[src/rtl/traffic_light_monitor.sv]
// rtl/traffic_light_monitor.sv - passive safety and sequencing checker for the traffic light bus
module traffic_light_monitor #(
   parameter int MIN_YELLOW  = 2,
   parameter int MAX_YELLOW  = 8,
   parameter int MAX_ALL_RED = 4,
   parameter int CNT_W       = 8
) (
   input  logic             clk,
   input  logic             reset,
   input  logic [2:0]       north_light,
   input  logic [2:0]       south_light,
   input  logic [2:0]       east_light,
   input  logic [2:0]       west_light,
   input  logic             fault_clr,
   output logic             fault,
   output logic [2:0]       fault_code,
   output logic             fault_axis,
   output logic [CNT_W-1:0] fault_count,
   output logic [CNT_W-1:0] phase_count
);

   localparam logic [2:0] RED = 3'b100;
   localparam logic [2:0] YEL = 3'b010;
   localparam logic [2:0] GRN = 3'b001;

   localparam int YC_W = $clog2(MAX_YELLOW + 2);
   localparam int AC_W = $clog2(MAX_ALL_RED + 2);
   localparam logic [YC_W-1:0] Y_LIMIT = YC_W'(MAX_YELLOW + 1);
   localparam logic [AC_W-1:0] A_LIMIT = AC_W'(MAX_ALL_RED + 1);
   localparam logic [YC_W-1:0] Y_MIN   = YC_W'(MIN_YELLOW);

   function automatic logic is_legal(input logic [2:0] c);
      return (c == RED) || (c == YEL) || (c == GRN);
   endfunction

   // Index 0 is the NS axis (north/south), index 1 is the EW axis (east/west).
   logic [2:0] light_a [2];
   logic [2:0] light_b [2];

   assign light_a[0] = north_light;
   assign light_b[0] = south_light;
   assign light_a[1] = east_light;
   assign light_b[1] = west_light;

   logic [2:0]      prev_state [2];
   logic [1:0]      prev_valid;
   logic [YC_W-1:0] ycnt [2];
   logic [AC_W-1:0] acnt;

   logic [1:0]      ax_valid;
   logic [1:0]      ax_mismatch;
   logic [1:0]      ax_non_red;
   logic [1:0]      ax_bad_trans;
   logic [1:0]      ax_short_y;
   logic [1:0]      ax_long_y;
   logic [YC_W-1:0] ycnt_next [2];
   logic [AC_W-1:0] acnt_next;
   logic            all_red;
   logic            any_illegal;
   logic            conflict;
   logic            long_red;
   logic            ns_enter_green;

   always_comb begin
      ax_valid     = '0;
      ax_mismatch  = '0;
      ax_non_red   = '0;
      ax_bad_trans = '0;
      ax_short_y   = '0;
      ax_long_y    = '0;
      ycnt_next[0] = '0;
      ycnt_next[1] = '0;
      for (int i = 0; i < 2; i++) begin
         ax_valid[i]    = (light_a[i] == light_b[i]) && is_legal(light_a[i]);
         ax_mismatch[i] = is_legal(light_a[i]) && is_legal(light_b[i]) &&
                          (light_a[i] != light_b[i]);
         ax_non_red[i]  = (light_a[i] != RED) || (light_b[i] != RED);
         ax_bad_trans[i] = ax_valid[i] && prev_valid[i] &&
                           (((prev_state[i] == GRN) && (light_a[i] == RED)) ||
                            ((prev_state[i] == RED) && (light_a[i] == YEL)) ||
                            ((prev_state[i] == YEL) && (light_a[i] == GRN)));
         ax_short_y[i]  = ax_valid[i] && prev_valid[i] && (prev_state[i] == YEL) &&
                          (light_a[i] == RED) && (ycnt[i] < Y_MIN);
         // Counter saturates one past the limit so the overrun is flagged once per episode.
         if (ax_valid[i] && (light_a[i] == YEL))
            ycnt_next[i] = (ycnt[i] == Y_LIMIT) ? ycnt[i] : ycnt[i] + 1'b1;
         else
            ycnt_next[i] = '0;
         ax_long_y[i]   = (ycnt[i] != Y_LIMIT) && (ycnt_next[i] == Y_LIMIT);
      end

      all_red   = ax_valid[0] && ax_valid[1] && (north_light == RED) && (east_light == RED);
      acnt_next = all_red ? ((acnt == A_LIMIT) ? acnt : acnt + 1'b1) : '0;
      long_red  = (acnt != A_LIMIT) && (acnt_next == A_LIMIT);

      any_illegal = !is_legal(north_light) || !is_legal(south_light) ||
                    !is_legal(east_light)  || !is_legal(west_light);
      conflict    = ax_non_red[0] && ax_non_red[1];

      ns_enter_green = ax_valid[0] && prev_valid[0] && (prev_state[0] == RED) &&
                       (north_light == GRN);
   end

   logic [2:0] viol_code;
   logic       viol_axis;
   logic       any_viol;

   // Lowest code wins; within a code the NS axis is tested first.
   always_comb begin
      viol_code = 3'd0;
      viol_axis = 1'b0;
      if (any_illegal) begin
         viol_code = 3'd1;
      end else if (ax_mismatch[0]) begin
         viol_code = 3'd2;
      end else if (ax_mismatch[1]) begin
         viol_code = 3'd2;
         viol_axis = 1'b1;
      end else if (conflict) begin
         viol_code = 3'd3;
      end else if (ax_bad_trans[0]) begin
         viol_code = 3'd4;
      end else if (ax_bad_trans[1]) begin
         viol_code = 3'd4;
         viol_axis = 1'b1;
      end else if (ax_short_y[0]) begin
         viol_code = 3'd5;
      end else if (ax_short_y[1]) begin
         viol_code = 3'd5;
         viol_axis = 1'b1;
      end else if (ax_long_y[0]) begin
         viol_code = 3'd6;
      end else if (ax_long_y[1]) begin
         viol_code = 3'd6;
         viol_axis = 1'b1;
      end else if (long_red) begin
         viol_code = 3'd7;
      end
      any_viol = (viol_code != 3'd0);
   end

   always_ff @(posedge clk or negedge reset) begin
      if (!reset) begin
         prev_state[0] <= '0;
         prev_state[1] <= '0;
         prev_valid    <= '0;
         ycnt[0]       <= '0;
         ycnt[1]       <= '0;
         acnt          <= '0;
      end else begin
         for (int i = 0; i < 2; i++) begin
            if (ax_valid[i]) begin
               prev_state[i] <= light_a[i];
               prev_valid[i] <= 1'b1;
            end
            ycnt[i] <= ycnt_next[i];
         end
         acnt <= acnt_next;
      end
   end

   // A violation in the same sample as a clear re-latches instead of clearing.
   always_ff @(posedge clk or negedge reset) begin
      if (!reset) begin
         fault       <= 1'b0;
         fault_code  <= 3'd0;
         fault_axis  <= 1'b0;
         fault_count <= '0;
         phase_count <= '0;
      end else begin
         if (any_viol && (!fault || fault_clr)) begin
            fault      <= 1'b1;
            fault_code <= viol_code;
            fault_axis <= viol_axis;
         end else if (fault_clr) begin
            fault      <= 1'b0;
            fault_code <= 3'd0;
            fault_axis <= 1'b0;
         end
         if (any_viol && (fault_count != '1))
            fault_count <= fault_count + 1'b1;
         if (ns_enter_green)
            phase_count <= phase_count + 1'b1;
      end
   end

endmodule
[config.mk]
export PLATFORM = sky130hd
export DESIGN_NAME = traffic_light_monitor
export DESIGN_NICKNAME = d
export VERILOG_FILES = /design/src/rtl/traffic_light_monitor.sv
export SDC_FILE = /design/constraint.sdc
export NUM_CORES = 1
export LEC_CHECK = 0
export BUFFER_PORTS_ARGS = -buffer_cell sky130_fd_sc_hd__buf_2
export CORE_ASPECT_RATIO = 0.8
export CORE_MARGIN = 10
export CORE_UTILIZATION = 57
export CTS_CLUSTER_DIAMETER = 100
export CTS_CLUSTER_SIZE = 24
export DETAILED_ROUTE_END_ITERATION = 6
export GPL_TIMING_DRIVEN = 0
export HOLD_SLACK_MARGIN = 0.15
export PLACE_DENSITY = 0.79
export SLEW_MARGIN = 20
export SYNTH_ARGS = -nofsm -noshare
export SYNTH_HDL_FRONTEND = slang
export SYNTH_SLANG_ARGS = --single-unit
export TNS_END_PERCENT = 100
[constraint.sdc]
create_clock -name clk -period 3.01 [get_ports clk]
set_clock_uncertainty 0.2 [all_clocks]
set_input_delay 0.4515 -clock clk [delete_from_list [all_inputs] [get_ports clk]]
set_output_delay 0.4515 -clock clk [all_outputs]
set_load 0.1 [all_outputs]
# Word-level counts from Yosys, hierarchy flattened
# Cells that the tools add are included.
# Widths: inputs -> output; s select.
totals:
  ff_bits: 40
  inputBits: 15
  out_inout_bits: 21
  word_cells: 147
op_classes:
  add_sub_neg: 5
  n_lt_le_gt_ge: 2
  n_eq_ne: 36
  muxes: 32
  n_reduce_logical: 60
ops:
  columns: ["cell", "count"]
  rows:
  - ["$mux 3", 15]
  - ["$logic_and 1x1->1", 35]
  - ["$eq 3x3->1 const B", 8]
  - ["$eq 3x1->1 const B", 6]
  - ["$eq 3x2->1 const B", 6]
  - ["$logic_or 1x1->1", 18]
  - ["$add 8x1->8 const B", 2]
  - ["$eq 4x4->1 const B", 4]
  - ["$mux 4", 4]
  - ["$ne 3x3->1 const B", 5]
  - ["$mux 1", 13]
  - ["$add 4x1->4 const B", 2]
  - ["$lt 4x2->1 const B", 2]
  - ["$ne 4x4->1 const B", 2]
  - ["$ne 8x8->1 const B", 1]
  - ["$eq 3x3->1", 2]
  - ["$ne 3x3->1", 2]
  - ["$logic_not 1->1", 5]
  - ["$add 3x1->3 const B", 1]
  - ["$reduce_bool 3->1", 1]
  - ["$reduce_bool 2->1", 1]

# Logic depth before layout (Yosys ltp)
# Gate-level depths: netlist (run 1).
depth:
  depth_word: 24
  ltp_mapped: 9
  ltp_nobuf: 9

# Worst setup path after synthesis (run 1)
# OpenSTA, ideal clock, no wires.
synth_timing:
  kind: "in2reg"
  from: "input east_light[1]"
  to: "register fault_count[4]"
  setup_time_ns: 0.128
  t_arrival_ns: 2.354
  required_time_ns: 2.682
  slack_ns: 0.328
  path_stages: 8
  path_buffers: 1
  cell_sequence: "buf_6 > or2_4 > a211oi_4 > nand2_1 > or4b_4 > nand4b_4 > nand4_1 > mux2_1"
synth_between:
  elab_chain_cells: 23
  elab_cells_between_ends: 49
  cone_classes: "8 x eq/ne; 13 x mux; 28 x reduce/logical"
synth_lines:
  columns: ["item", "line_no", "source"]
  rows:
  - ["start: declaration", "12", "input logic [2:0] east_light,"]
  - ["$eq 3x3->1 / $eq 3x2->1 (equally long branches)", null, null]
  - ["$logic_or 1x1->1 (2 in series)", "33", "return (c == RED) || (c == YEL) || (c == GRN);"]
  - ["$logic_and 1x1->1", "74", "ax_valid[i] = (light_a[i] == light_b[i]) && is_legal(light_a[i]);"]
  - ["$logic_and 1x1->1 (3 in series)", "92", "all_red = ax_valid[0] && ax_valid[1] && (north_light == RED) && (east_light == RED);"]
  - ["$mux 3", "93", "acnt_next = all_red ? ((acnt == A_LIMIT) ? acnt : acnt + 1'b1) : '0;"]
  - ["$eq 3x3->1", "94", "long_red = (acnt != A_LIMIT) && (acnt_next == A_LIMIT);"]
  - ["$logic_and 1x1->1", "94", null]
  - ["$mux 3", "136", "end else if (long_red) begin"]
  - ["[... 4 more ...]", null, null]
  - ["$mux 3", "123", "end else if (ax_bad_trans[1]) begin"]
  - ["$mux 3", "121", "end else if (ax_bad_trans[0]) begin"]
  - ["$mux 3", "119", "end else if (conflict) begin"]
  - ["$mux 3", "116", "end else if (ax_mismatch[1]) begin"]
  - ["$mux 3", "114", "end else if (ax_mismatch[0]) begin"]
  - ["$mux 3 (*)", "112", "if (any_illegal) begin"]
  - ["$reduce_bool 3->1 (*)", "139", "any_viol = (viol_code != 3'd0);"]
  - ["$logic_and 1x1->1 (*)", "180", "if (any_viol && (fault_count != '1))"]
  - ["end signal: assignment", "181", "fault_count <= fault_count + 1'b1;"]
  - ["end: declaration", "18", "output logic [CNT_W-1:0] fault_count,"]
# Mark *: on every way between the ends. The rest lies on a longest branch, timed or not.
# A chain may end at the register's enable or synchronous reset.

# Worst setup path in the final report (run 1)
layout_timing:
  from: "input north_light[2]"
  to: "register fault_count[4]"
layout_between:
  elab_chain_cells: 23
  elab_cells_between_ends: 50
  cone_classes: "8 x eq/ne; 13 x mux; 29 x reduce/logical"
layout_lines:
  columns: ["item", "line_no", "source"]
  rows:
  - ["start: declaration", "10", "input logic [2:0] north_light,"]
  - ["$eq 3x3->1 / $eq 3x2->1 (equally long branches)", null, null]
  - ["$logic_or 1x1->1 (2 in series)", "33", null]
  - ["$logic_and 1x1->1", "74", null]
  - ["$logic_and 1x1->1 (3 in series)", "92", null]
  - ["$mux 3", "93", null]
  - ["$eq 3x3->1", "94", null]
  - ["$logic_and 1x1->1", "94", null]
  - ["$mux 3", "136", null]
  - ["[... 4 more ...]", null, null]
  - ["$mux 3", "123", null]
  - ["$mux 3", "121", null]
  - ["$mux 3", "119", null]
  - ["$mux 3", "116", null]
  - ["$mux 3", "114", null]
  - ["$mux 3 (*)", "112", null]
  - ["$reduce_bool 3->1 (*)", "139", null]
  - ["$logic_and 1x1->1 (*)", "180", null]
# Marked as above.

==> results of run 1 <==
==> metrics by stage <==
step / utilization / worst slack, ns / instances / TNS [ns]
floorplan: - / 0.3280 / 268 / 0
global placement: 0.6526 / 0.06621 / 356 / 0
detailed placement: 0.6526 / -0.0009304 / 356 / -0.0009304
CTS: 0.6811 / 0.3134 / 365 / 0
global route: 0.6811 / 0.1442 / 365 / 0
finish: 0.6811 / 0.2928 / 365 / 0
==> routing by layer <==
metal / up-vias / global-route usage / share of wire
met5: - / 0 / 0
met4: 0 / 0.05373 / 0.011
met3: 7 / 0.03853 / 0.058
met2: 42 / 0.2377 / 0.46
met1: 975 / 0.1953 / 0.47
li1: 1048 / - / -
==> registers in the layout (all words and copies together) (netlist names) <==
register     cells
prev_state       6
phase_count      8
fault_code       3
ycnt             8
acnt             3
prev_valid       2
fault_count      8
fault            1
fault_axis       1
==> layout make-up <==
class                   count  area share
well taps                  57     0.02460
clock buffers               5     0.02374
repair buffers             32     0.05697
multi-input cells         212      0.5071
plain buffers               8     0.01726
flip-flops and latches     40      0.3453
inverters                   8     0.01036
clock inverters             3     0.01467
==> logic make-up after synthesis <==
| group | after synthesis |
|---|---|
| AOI/OAI and AO/OA | 44 |
| buffers and inverters | 16 |
| xor gates and xnor gates | 25 |
| and+or+nand+nor | 129 |
| DFF | 40 |
| adders and majority gates | 8 |
| muxes | 6 |
==> power by group through the flow <==
stage | Combinational, mW | Clock, mW | Sequential [mW]
3_3_place_gp | 0.377 | 0 | 0.640
6_report | 0.382 | 0.437 | 0.634
5_1_grt | 0.403 | 0.469 | 0.642
3_5_place_dp | 0.383 | 0 | 0.642
4_1_cts | 0.385 | 0.446 | 0.632
2_1_floorplan | 0.116 | 0 | 0.823
==> layout by cell type, fill, tap and decap left out, types with 3 or more instances in the layout <==
cell type	n
xor2_1	10
inv_1	8
nand4_1	8
nor2_1	23
nand3_1	9
ha_1	8
o21ai_0	7
nand3b_1	7
clkbuf_8	5
or2_2	3
mux2_1	3
a211oi_1	4
nand2_1	30
nand2b_1	8
nor4bb_1	7
buf_2	35
dfrtp_1	40
and3_1	9
a21oi_1	12
xnor2_1	15
==> worst paths after layout <==
path,slack (ns),start,to,depth (start not counted)
setup / recovery,0.29,north_light[2],fault_count[4],8
hold / removal,0.18,east_light[1],prev_state[0],2
setup reg to reg,0.35,ycnt[1],fault_count[4],9
hold reg to reg,0.27,phase_count[7],phase_count[7],1
max in group asynchronous,1.46,reset,acnt[1],2
min in group asynchronous,0.59,reset,acnt[2],2
==> worst max-delay path, cell delays in order <==
cell      delay, ns
clkbuf_1       0.32
xor2_1         0.14
nor3_2         0.37
nand2_1        0.12
or4b_4         0.54
nand4b_4       0.26
nand4_1        0.15
mux2_1         0.32
==> results.toml, run 1 <==
[run_status]
status = "finished clean"

[synth]
synth_fa_ha_area_frac = 0.03923
avgSynthCellArea_um2 = 9.519
synth_cell_type_count = 60
muxShareOfSynthArea = 0.02599
synth_nets = 291
synth_area_leaders = "dfrtp_1 39%, xnor2_1 5.1%, nand2_1 4.4%, ha_1 3.9%, xor2_1 3.4%"
yosysTopAreaCellShare = 0.3923
synth_top_family_by_area = "simple AND/OR/NAND/NOR gates"
seq_area_frac_synth = 0.3923
postSynthCellCount = 268
synth_top_area_cell = "dfrtp_1"
synthTopCellsByCount = "40 x dfrtp_1, 30 x nand2_1, 23 x nor2_1"
ys_warn_count = 0
synthFlopType = "dfrtp_1"
synth-seq-cells = 40
synthXorXnorAreaFrac = 0.08583
synth-compound-area-share = 0.1221
synth_simple_gate_area_frac = 0.3031
synth_most_common_cell = "dfrtp_1"
async_flop_share = 1.000
syn_area_um2 = 2551
synth_edf_count = 0

[floorplanning]
core_um2 = 4257
initial_core_util = 0.5994
die_height_um = 79.84
row_count = 21
fp.dieArea_um2 = 7568
die_w_um = 94.80
io_pins = 36

[global_route]
grt_pass1_wl_um = 9356
grt_max_degree = 41
grt_pass1_vias = 2018
grt-ovfl-total = 0
antenna_found_initial = 0
grt_usage = 0.1509

[sta]
final-hold-violation-count = 0
holdWs_ns = 0.1796
period_needed_ns = 2.717
max_freq_mhz = 368.0
finalSetupViolations = 0
rsz0062_at_grt = "no"
maxSlewViolCount = 0
worst_pin_slew_ns = 0.8591
finalCritPeriodShare = 0.9027
relSlewSlack = 0.4273

[worst_setup_path]
setup.worst_path.end_class = "flop"
critPathMaxFanout = 9
critical_path_class = "in -> reg"
start_kind = "input port"
cp.required_ns = 2.98
arrival_ns = 2.69

[layout]
diodes = 0
finalInstanceArea_um2 = 2899
multi_input_area_um2 = 1470
seqCellArea_um2 = 1001
fillCellCount = 360
syn_to_final_growth_pct = 13.63
drive_gt1_frac = 0.1981
layout.nets = 330

[detailed_routing]
drc = 0
drt-pass1-iter-count = 4
drt_iter0_drc = 94
viasPerCell = 5.677
vias = 2072
wl_um = 5480
avgRoutedWirePerCell_um = 15.01
antenna_left = 0

[clock_tree]
cts_inserted_buffers = 5
cts.sinks = 40
clk_latency_ns = 0.30
clk_pin_slew_ns = 0.07
cts-root-buf = "clkbuf_8"
ctsHtreeMaxLevel = 2
clk_path_buf_depth = 2
postCtsSetupBuffers = 0
post_cts_resized = 0
cts_tree = "done"
cts_hold_buf = 1

[placed_design]
dpl.hpwl_um = 4129
place_area_um2 = 2778
gp_congestion = 0.8196
io_buffers = 31

[power_and_ir_drop]
p_int_mw = 0.9194
switching_share = 0.3670
combPwrFrac = 0.263
peakVddDrop_v = 0.0002989
p_switching_mw = 0.5331
power_density_nw_per_um2 = 501.0
clkPwrFrac = 0.301
leakage_nw = 1.342
p_seq_frac = 0.437
power_mw = 1.453

[flow_run]
drv_cap = 0

[hold_path]
hold_path.class = "in -> reg"
(Power assumes the default switching activity.)
==> run 2: changes to the inputs <==
CORE_UTILIZATION = 40   (was 57)
PLACE_DENSITY = 0.59   (was 0.79)
==> run 2 against run 1 <==
Against the previous run:
- final cell count grew 6.6%
- critical path depth grew 1
- via count shrank 1.6%
- sequential power is essentially flat
- wire length is essentially flat
- fmax grew 0.76%
- combinational power is essentially flat
- die area grew 32%
- non-clock buffer count is the same
- first-iteration DRC count shrank 2.1%
- sequential cell count is the same
- clock power is essentially flat
- critical path type unchanged
==> results.toml, run 2 (synthesized netlist as in run 1, its figures left out) <==
[clock_tree]
ctsHtreeMaxLevel = 2
cts_inserted_buffers = 5
cts_hold_buf = 1
cts_tree = "done"
post_cts_resized = 0
clk_pin_slew_ns = 0.08
cts-root-buf = "clkbuf_8"
clk_path_buf_depth = 2
postCtsSetupBuffers = 0
cts.sinks = 40
clk_latency_ns = 0.29

[placed_design]
dpl.hpwl_um = 4193
pre_cts_ws_ns = -0.006305
io_buffers = 31
gp_congestion = 0.8347

[sta]
finalCritPeriodShare = 0.8960
final-hold-violation-count = 0
finalSetupViolations = 0
relSlewSlack = 0.4005
maxSlewViolCount = 0
holdWs_ns = 0.1768
rsz0062_at_grt = "no"
max_freq_mhz = 370.8
period_needed_ns = 2.697
totalNegativeSetupSlack_ns = 0
setup_ws_ns = 0.3131
worst_pin_slew_ns = 0.8993

[worst_setup_path]
setup.worst_path.end_class = "flop"
cp.required_ns = 2.98
cp_top_family = "simple AND/OR/NAND/NOR gates"
path_buf_inv = 2
critPathMaxFanout = 10
slowest_stage = "or4b_4"
path_cells = "buf_2 -> buf_2 -> nand4bb_1 -> or2_1 -> nand2_1 -> or4b_4 -> nand4b_4 -> nand4_1 -> mux2_1"
cp_common_cell = "buf_2"
start_kind = "input port"
critical_path_class = "in -> reg"
max_stage_delay_ns = 0.52
arrival_ns = 2.67

[floorplanning]
row_count = 25
die_w_um = 109.3
initial_core_util = 0.4226
fp.dieArea_um2 = 9992
die_height_um = 91.43
io_pins = 36
core_um2 = 6037

[detailed_routing]
antenna_left = 0
viasPerCell = 5.239
avgRoutedWirePerCell_um = 14.10
vias = 2038
drt_iter0_drc = 92
drc = 0
drt-pass1-iter-count = 5
wl_um = 5484

[layout]
reg.largest.list = "fault_count (8), phase_count (8), ycnt (8)"
mostFrequentLayoutCells = "40 x dfrtp_1, 35 x buf_2, 30 x nand2_1"
syn_to_final_growth_pct = 14.81
layout_commonest_cell = "dfrtp_1"
diodes = 0
drive_gt1_frac = 0.1981
fillCellCount = 578
layout.nets = 330
multi_input_area_um2 = 1470
seqCellArea_um2 = 1001

[power_and_ir_drop]
power_density_nw_per_um2 = 495.0
switching_share = 0.3657
clkPwrFrac = 0.303
combPwrFrac = 0.262
leakage_nw = 1.342
peakVddDrop_v = 0.0002875
p_switching_mw = 0.5302
p_seq_frac = 0.435
p_int_mw = 0.9195

[run_status]
status = "finished clean"

[global_route]
grt_pass1_wl_um = 9708
antenna_found_initial = 0
grt_pass1_vias = 1968
grt_usage = 0.1169
grt_max_degree = 41
grt-ovfl-total = 0

[flow_run]
drv_cap = 0

[hold_path]
hold_path.class = "in -> reg"
## run 2: cell counts in the layout (fill, tap and decap cells not counted)
No cell type changed its count.
## run 2: metal layers
metal	part of all wire	GRT usage	vias to the layer above
met5	0	0	-
met4	0.0075	0.03355	0
met3	0.055	0.03178	4
met2	0.44	0.1707	35
met1	0.50	0.1635	949
li1	-	-	1050
## run 2: power groups by stage
stage          clock [mW]  sequential (mW)  combinational (mW)
3_3_place_gp            0            0.641               0.380
2_1_floorplan           0            0.823               0.116
5_1_grt             0.486            0.640               0.407
6_report            0.439            0.631               0.380
3_5_place_dp            0            0.642               0.383
4_1_cts             0.458            0.631               0.385
## run 2: path summary, 6_finish.rpt
kind	depth (start not counted)	to	from	slack (ns)
min	2	prev_state[0]	east_light[1]	0.18
min reg2reg	1	phase_count[7]	phase_count[7]	0.27
max	9	fault_count[6]	east_light[0]	0.31
min in group asynchronous	2	phase_count[7]	reset	0.63
max in group asynchronous	2	fault_count[4]	reset	1.42
max reg2reg	9	fault_count[6]	ycnt[1]	0.35
## run 2: cell type report
type,count,area share
buffer,8,0.01709
clock buffer,5,0.02349
sequential,40,0.3417
tap,81,0.03460
multi-input combinational,212,0.5019
inverter,8,0.01025
clock inverter,3,0.01452
timing repair buffer,32,0.05639
## run 2: through the flow
step                      utilization  cell area (um2)  std cells  power, mW
after floorplan                     -             2551        268     0.9398
after global placement         0.4651             2808        380      1.021
after detailed placement       0.4651             2808        380      1.025
after CTS                      0.4852             2929        389      1.474
after global routing           0.4852             2929        389      1.534
final                          0.4852             2929        389      1.450
